`src/rtl/lock_pkg.sv`:
```
// Shared definitions for the lock keypad front end: scan FSM states, key codes
// and the idle column pattern.
package lock_pkg;

  typedef enum logic [1:0] {
    SCAN     = 2'd0,
    DEBOUNCE = 2'd1,
    PRESSED  = 2'd2,
    RELEASE  = 2'd3
  } scan_state_t;

  // Codes follow the physical layout (row*3 + col): 1 2 3 / 4 5 6 / 7 8 9 / SET 0 CHANGE
  localparam logic [3:0] KEY_1      = 4'd0;
  localparam logic [3:0] KEY_2      = 4'd1;
  localparam logic [3:0] KEY_3      = 4'd2;
  localparam logic [3:0] KEY_4      = 4'd3;
  localparam logic [3:0] KEY_5      = 4'd4;
  localparam logic [3:0] KEY_6      = 4'd5;
  localparam logic [3:0] KEY_7      = 4'd6;
  localparam logic [3:0] KEY_8      = 4'd7;
  localparam logic [3:0] KEY_9      = 4'd8;
  localparam logic [3:0] KEY_SET    = 4'd9;
  localparam logic [3:0] KEY_0      = 4'd10;
  localparam logic [3:0] KEY_CHANGE = 4'd11;

  localparam logic [2:0] COL_IDLE   = 3'b111;

endpackage

```
`src/rtl/key_stable_cnt.sv`:
```
// Stability counter for the synchronised rows: counts consecutive cycles in
// which row_s is unchanged and flags when DEBOUNCE_CYCLES have elapsed.
module key_stable_cnt #(
  parameter int WIDTH           = 4,
  parameter int DEBOUNCE_CYCLES = 500
) (
  input  logic             clock,
  input  logic             reset,
  input  logic [WIDTH-1:0] row_s,
  input  logic             clear,
  output logic             stable_done
);

  localparam int               CNT_W    = $clog2(DEBOUNCE_CYCLES);
  localparam logic [CNT_W-1:0] CNT_LAST = CNT_W'(DEBOUNCE_CYCLES - 1);

  logic [CNT_W-1:0] cnt_q, cnt_d;
  logic [WIDTH-1:0] prev_q, prev_d;

  always_comb begin
    prev_d = row_s;
    cnt_d  = cnt_q;
    if (clear || (row_s != prev_q)) begin
      cnt_d = '0;
    end else if (cnt_q != CNT_LAST) begin
      cnt_d = cnt_q + CNT_W'(1);
    end
  end

  // prev starts at all-high so an idle keypad after reset is not seen as a change
  always_ff @(posedge clock) begin
    if (!reset) begin
      cnt_q  <= '0;
      prev_q <= '1;
    end else begin
      cnt_q  <= cnt_d;
      prev_q <= prev_d;
    end
  end

  assign stable_done = (cnt_q == CNT_LAST);

endmodule

```
`src/rtl/keypad_scan_ctrl.sv`:
```
// 3x4 keypad scanner: walks a one-cold column, debounces press and release of
// the active-low rows and reports one key code pulse per accepted press.
module keypad_scan_ctrl
  import lock_pkg::*;
#(
  parameter int NUM_ROWS        = 4,
  parameter int NUM_COLS        = 3,
  parameter int SCAN_DWELL      = 16,
  parameter int DEBOUNCE_CYCLES = 500
) (
  input  logic                clock,
  input  logic                reset,
  input  logic [NUM_ROWS-1:0] row,
  output logic [NUM_COLS-1:0] col,
  output logic [3:0]          key_code,
  output logic                key_valid,
  output logic                key_held
);

  localparam int                  DWELL_W      = $clog2(SCAN_DWELL);
  localparam int                  COL_W        = $clog2(NUM_COLS);
  localparam int                  ROW_W        = $clog2(NUM_ROWS);
  localparam logic [DWELL_W-1:0]  DWELL_LAST   = DWELL_W'(SCAN_DWELL - 1);
  localparam logic [COL_W-1:0]    COL_IDX_LAST = COL_W'(NUM_COLS - 1);
  localparam logic [NUM_ROWS-1:0] ROWS_IDLE    = '1;

  function automatic logic [NUM_COLS-1:0] col_drive(input logic [COL_W-1:0] idx);
    col_drive = ~(NUM_COLS'(1) << idx);
  endfunction

  function automatic logic [COL_W-1:0] col_advance(input logic [COL_W-1:0] idx);
    col_advance = (idx == COL_IDX_LAST) ? '0 : idx + COL_W'(1);
  endfunction

  logic [NUM_ROWS-1:0] row_meta_q, row_meta_d;
  logic [NUM_ROWS-1:0] row_s_q, row_s_d;
  scan_state_t         state_q, state_d;
  logic [DWELL_W-1:0]  dwell_q, dwell_d;
  logic [COL_W-1:0]    col_idx_q, col_idx_d;
  logic [NUM_COLS-1:0] col_q, col_d;
  logic [3:0]          key_code_q, key_code_d;
  logic                key_valid_q, key_valid_d;
  logic                key_held_q, key_held_d;

  logic                cnt_clear;
  logic                stable_done;
  logic [ROW_W-1:0]    row_idx;
  logic [3:0]          code_now;

  key_stable_cnt #(
    .WIDTH           (NUM_ROWS),
    .DEBOUNCE_CYCLES (DEBOUNCE_CYCLES)
  ) u_stable_cnt (
    .clock       (clock),
    .reset       (reset),
    .row_s       (row_s_q),
    .clear       (cnt_clear),
    .stable_done (stable_done)
  );

  // Scanning from the top row down leaves the lowest-index low row in row_idx
  always_comb begin
    row_idx = '0;
    for (int r = NUM_ROWS - 1; r >= 0; r--) begin
      if (!row_s_q[r]) begin
        row_idx = ROW_W'(r);
      end
    end
  end

  assign code_now = 4'(row_idx) * 4'(NUM_COLS) + 4'(col_idx_q);

  always_comb begin
    row_meta_d  = row;
    row_s_d     = row_meta_q;
    state_d     = state_q;
    dwell_d     = dwell_q;
    col_idx_d   = col_idx_q;
    col_d       = col_q;
    key_code_d  = key_code_q;
    key_valid_d = 1'b0;
    key_held_d  = key_held_q;
    cnt_clear   = 1'b1;

    case (state_q)
      SCAN: begin
        if (dwell_q == DWELL_LAST) begin
          dwell_d = '0;
          if (row_s_q != ROWS_IDLE) begin
            state_d = DEBOUNCE;
          end else begin
            col_idx_d = col_advance(col_idx_q);
            col_d     = col_drive(col_advance(col_idx_q));
          end
        end else begin
          dwell_d = dwell_q + DWELL_W'(1);
        end
      end

      DEBOUNCE: begin
        cnt_clear = 1'b0;
        if (stable_done) begin
          if (row_s_q == ROWS_IDLE) begin
            state_d   = SCAN;
            col_idx_d = col_advance(col_idx_q);
            col_d     = col_drive(col_advance(col_idx_q));
          end else begin
            state_d     = PRESSED;
            key_code_d  = code_now;
            key_valid_d = 1'b1;
            key_held_d  = 1'b1;
          end
        end
      end

      // Counter is held clear here so RELEASE starts counting from zero
      PRESSED: begin
        if (row_s_q == ROWS_IDLE) begin
          state_d = RELEASE;
        end
      end

      RELEASE: begin
        cnt_clear = (row_s_q != ROWS_IDLE);
        if (stable_done) begin
          state_d    = SCAN;
          key_held_d = 1'b0;
          col_idx_d  = col_advance(col_idx_q);
          col_d      = col_drive(col_advance(col_idx_q));
        end
      end

      default: begin
        state_d = SCAN;
      end
    endcase
  end

  always_ff @(posedge clock) begin
    if (!reset) begin
      row_meta_q  <= '1;
      row_s_q     <= '1;
      state_q     <= SCAN;
      dwell_q     <= '0;
      col_idx_q   <= '0;
      col_q       <= col_drive('0);
      key_code_q  <= '0;
      key_valid_q <= 1'b0;
      key_held_q  <= 1'b0;
    end else begin
      row_meta_q  <= row_meta_d;
      row_s_q     <= row_s_d;
      state_q     <= state_d;
      dwell_q     <= dwell_d;
      col_idx_q   <= col_idx_d;
      col_q       <= col_d;
      key_code_q  <= key_code_d;
      key_valid_q <= key_valid_d;
      key_held_q  <= key_held_d;
    end
  end

  assign col       = col_q;
  assign key_code  = key_code_q;
  assign key_valid = key_valid_q;
  assign key_held  = key_held_q;

endmodule

```
`config.mk`:
```
export PLATFORM = sky130hd
export DESIGN_NAME = keypad_scan_ctrl
export DESIGN_NICKNAME = d
export VERILOG_FILES = /design/src/rtl/lock_pkg.sv /design/src/rtl/key_stable_cnt.sv /design/src/rtl/keypad_scan_ctrl.sv
export SDC_FILE = /design/constraint.sdc
export NUM_CORES = 1
export LEC_CHECK = 0
export BUFFER_PORTS_ARGS = -buffer_cell sky130_fd_sc_hd__buf_4
export CORE_ASPECT_RATIO = 1.2
export CORE_MARGIN = 2
export CORE_UTILIZATION = 30
export CTS_CLUSTER_SIZE = 24
export DETAILED_ROUTE_END_ITERATION = 7
export GPL_ROUTABILITY_DRIVEN = 0
export SKIP_LAST_GASP = 1
export SYNTH_ARGS = -nofsm -noshare
export SYNTH_HDL_FRONTEND = slang
export SYNTH_SLANG_ARGS = --single-unit
```
`constraint.sdc`:
```
create_clock -name clock -period 2.3 [get_ports clock]
set_input_delay 0.23 -clock clock [delete_from_list [all_inputs] [get_ports clock]]
set_output_delay 0.23 -clock clock [all_outputs]
set_load 0.1 [all_outputs]
```
==> metrics <==
Sw Pwr about 260 µW; Hold EP row_meta_q[1]; cell count after synthesis 173; VDD IR-drop max approximately 0.32 mV; fmax roughly 460 MHz; Post-Syn Area per Cell about 9 µm²; Post-Syn Area approximately 1600 µm²; max cap viols 0; first-pass GRT wire length 4.84 mm; clock sink count 38; hpwl dp between 1.5 and 2 mm; Initial Utilization 30.6%; # diodes 0; PwrDens 613 nW/µm²; Worst-Skew Late Latency around 0.28 ns; Post-Synth Adder-Cell Area ~5.6%; switching share of power between 20% and 30%; CTS Root Cell clkbuf_8; Final WS setup 0.135 ns; total global routing track utilization approximately a tenth; Fin Hold WS around 0.13 ns; Synth Area in Simple Gates a little under a quarter; vias per cell 4.52; Post-Synth XOR/XNOR Area under 10%; Worst path max stage delay around 0.50 ns; beginning of the worst hold path row[1]; Setup WS pre-CTS roughly 0.046 ns; Via Count ~1200; post-synth cell types 30; worst path required time roughly 2.5 ns; FP Rows 29; Static Leak between 0.0007 and 0.0008 µW; Worst EP arrival about 2.4 ns; largest family of logic cells by synthesized area simple AND/OR/NAND/NOR gates; Reg power frac between 50% and 60%; Power Total around 1200 µW; clock tree from TritonCTS done; DP Area around 1800 µm²; Primary FF master, synth dfxtp_1; clock share of power a little over a third; fin crit share approximately 94%; most frequent cells in the layout dfxtp_1 (36), buf_4 (22), nand2_1 (15), nand2b_1 (14), nor2_1 (13); mux contribution to synthesized area 4.54%; internal cell power approximately 910 µW; outcome finished clean; combinational cell fraction of total power approximately 5.6%; Post-Route Setup TNS 0 ns; 1st-iter DRT viols 46; R2R Path End key_code[2]; slew margin rel. 67.4%; Die W 70.6 µm; number of synthesized flops with an enable pin 0; Top delay family on crit path adder cells; area added between synthesis and finish 19.0%; fin. max-slew vios 0; WL/cell approximately 11 µm; Antenna Nets Post-Route 0; clk_skew between 0.009 and 0.01 ns; Tmin final between 2 and 2.5 ns; Critical R2R Launch row_s_q[2]; WS Path Type flip-flop to flip-flop; vias in the first global route 1134; WL final 2.73 mm; worst hold stages 2; flop and latch count out of synthesis 38; CP Buf/Inv Count 2; async set-or-reset flop fraction in the synthesized netlist 0%; final non-filler cell area about 1900 µm²; most common library cell in the layout ignoring fill and taps dfxtp_1; Tightest Hold Check Type input port to flip-flop; Synth Area in Compound Gates 8.76%; GRT overflow 0; I/O pin cnt 15; Layout fillers between 500 and 600; Die ar. a little under 6000 µm²; R2R depth 9; RSZ-0062 raised after global routing no; Setup violations, final 0; syn nets 185; hold violation total from the final report 0; hold buffer count at CTS 0; register area share after synthesis 47.6%; Die Y 84.0 µm; CTS clock-pin slew for the worst setup and hold paths ~0.07 ns; critical path endpoint category flip-flop; Slowest cell on crit path fa_1; crit-path max FO 5; CTS H-tree lvls 2; Reg2Reg Setup Slack between 0.1 and 0.15 ns; crit-path cells nand2_1, and3_1, inv_1, fa_1, inv_1, ha_1, fa_1, nand3_1, a21oi_1; initial antenna violation count 0; Startpoint Class flip-flop; Port Buffers 14; DRC errors left 0; largest net degree at the start of global routing 21; final net count 208; worst-margin pin slew ~0.49 ns; Pre-antenna DRT Iters 4; layout cell share with drive strength beyond 1 roughly 17%; Max Root-Sink Buffers 2; synth warn 0; Core ar. around 5200 µm²; CTS Buf Count 5
==> cell families (layout without fill, tap and decap cells) <==
family / after synthesis / in the layout
compound gates: 24 / 24
xor+xnor: 11 / 11
fa+ha+maj: 6 / 6
buf+inv: 16 / 39
flops: 38 / 38
mux: 7 / 7
simple gates: 71 / 71
==> per-layer routing <==
metal / track usage [%] / up-vias / part of all wire, %
met4: 3.60 / 0 / 1.5
met5: 0 / - / 0
met2: 16.7 / 16 / 48
li1: - / 625 / -
met3: 3.62 / 4 / 3.3
met1: 12.0 / 522 / 48
==> timing repair <==
item | CTS | global route
resized for setup | 0 | 5
endpoints found under the setup margin | 0 | 2
setup buffers | 0 | 1
==> per-stage QoR <==
step,utilization (%),std cells
floorplan,-,173
global placement,34.7,250
detailed placement,34.7,250
CTS,36.1,257
global route,36.4,258
finish,36.4,258
==> how the worst max path moves through the flow <==
stage | cells past startpoint | end | slack [ns] | start
2_1_floorplan | 10 | key_code[2] | 0.16 | row_s_q[2]
3_5_place_dp | 10 | key_code[2] | 0.05 | row_s_q[2]
5_1_grt | 10 | key_code[2] | 0.004 | row_s_q[2]
6_report | 9 | key_code[2] | 0.14 | row_s_q[2]
3_3_place_gp | 10 | key_code[2] | 0.11 | row_s_q[2]
4_1_cts | 10 | key_code[2] | 0.03 | row_s_q[2]
==> synthesized netlist by cell type, types with 2 or more instances <==
cell type,number,share of area [%]
or3_1,4,1.6
nand2b_1,14,5.5
nand3b_1,2,0.94
nand3_1,9,2.8
clkbuf_1,5,1.2
dfxtp_1,38,48
nor2_1,13,3.1
nor3_1,4,1.3
xor2_1,5,2.7
or4_1,2,0.94
xnor2_1,6,3.3
a21oi_1,11,3.4
nand2_1,15,3.5
nand4_1,2,0.78
o21ai_0,9,2.8
mux2i_1,5,3.1
mux2_1,2,1.4
fa_1,2,2.5
ha_1,4,3.1
a211oi_1,2,0.94
inv_1,10,2.3
==> power by group through the flow <==
stage          sequential [µW]  clock, µW  combinational (µW)
2_1_floorplan              693          0                44.6
3_3_place_gp               694          0                62.7
3_5_place_dp               695          0                64.1
4_1_cts                    680        441                64.4
5_1_grt                    682        466                76.2
6_report                   679        423                65.2
==> sequential cells by signal (all words and copies together), names as in the netlist, named ones only <==
register,count
col,3
state_q,1
u_stable_cnt.prev_q,4
key_valid,1
dwell_q,4
u_stable_cnt.cnt_q,9
row_meta_q,4
col_idx_q,2
key_code,4
row_s_q,4
key_held,1
==> final cells by class <==
cell class / count / area, µm² / share of cell area, %
Multi-Input combinational cell: 119 / 781 / 41.0
Sequential cell: 38 / 766 / 40.2
Timing Repair Buffer: 22 / 165 / 8.68
Tap cell: 62 / 77.6 / 4.08
Clock buffer: 7 / 76.3 / 4.01
Inverter: 10 / 37.5 / 1.97
No activity file was read; power rests on OpenSTA's default activity.
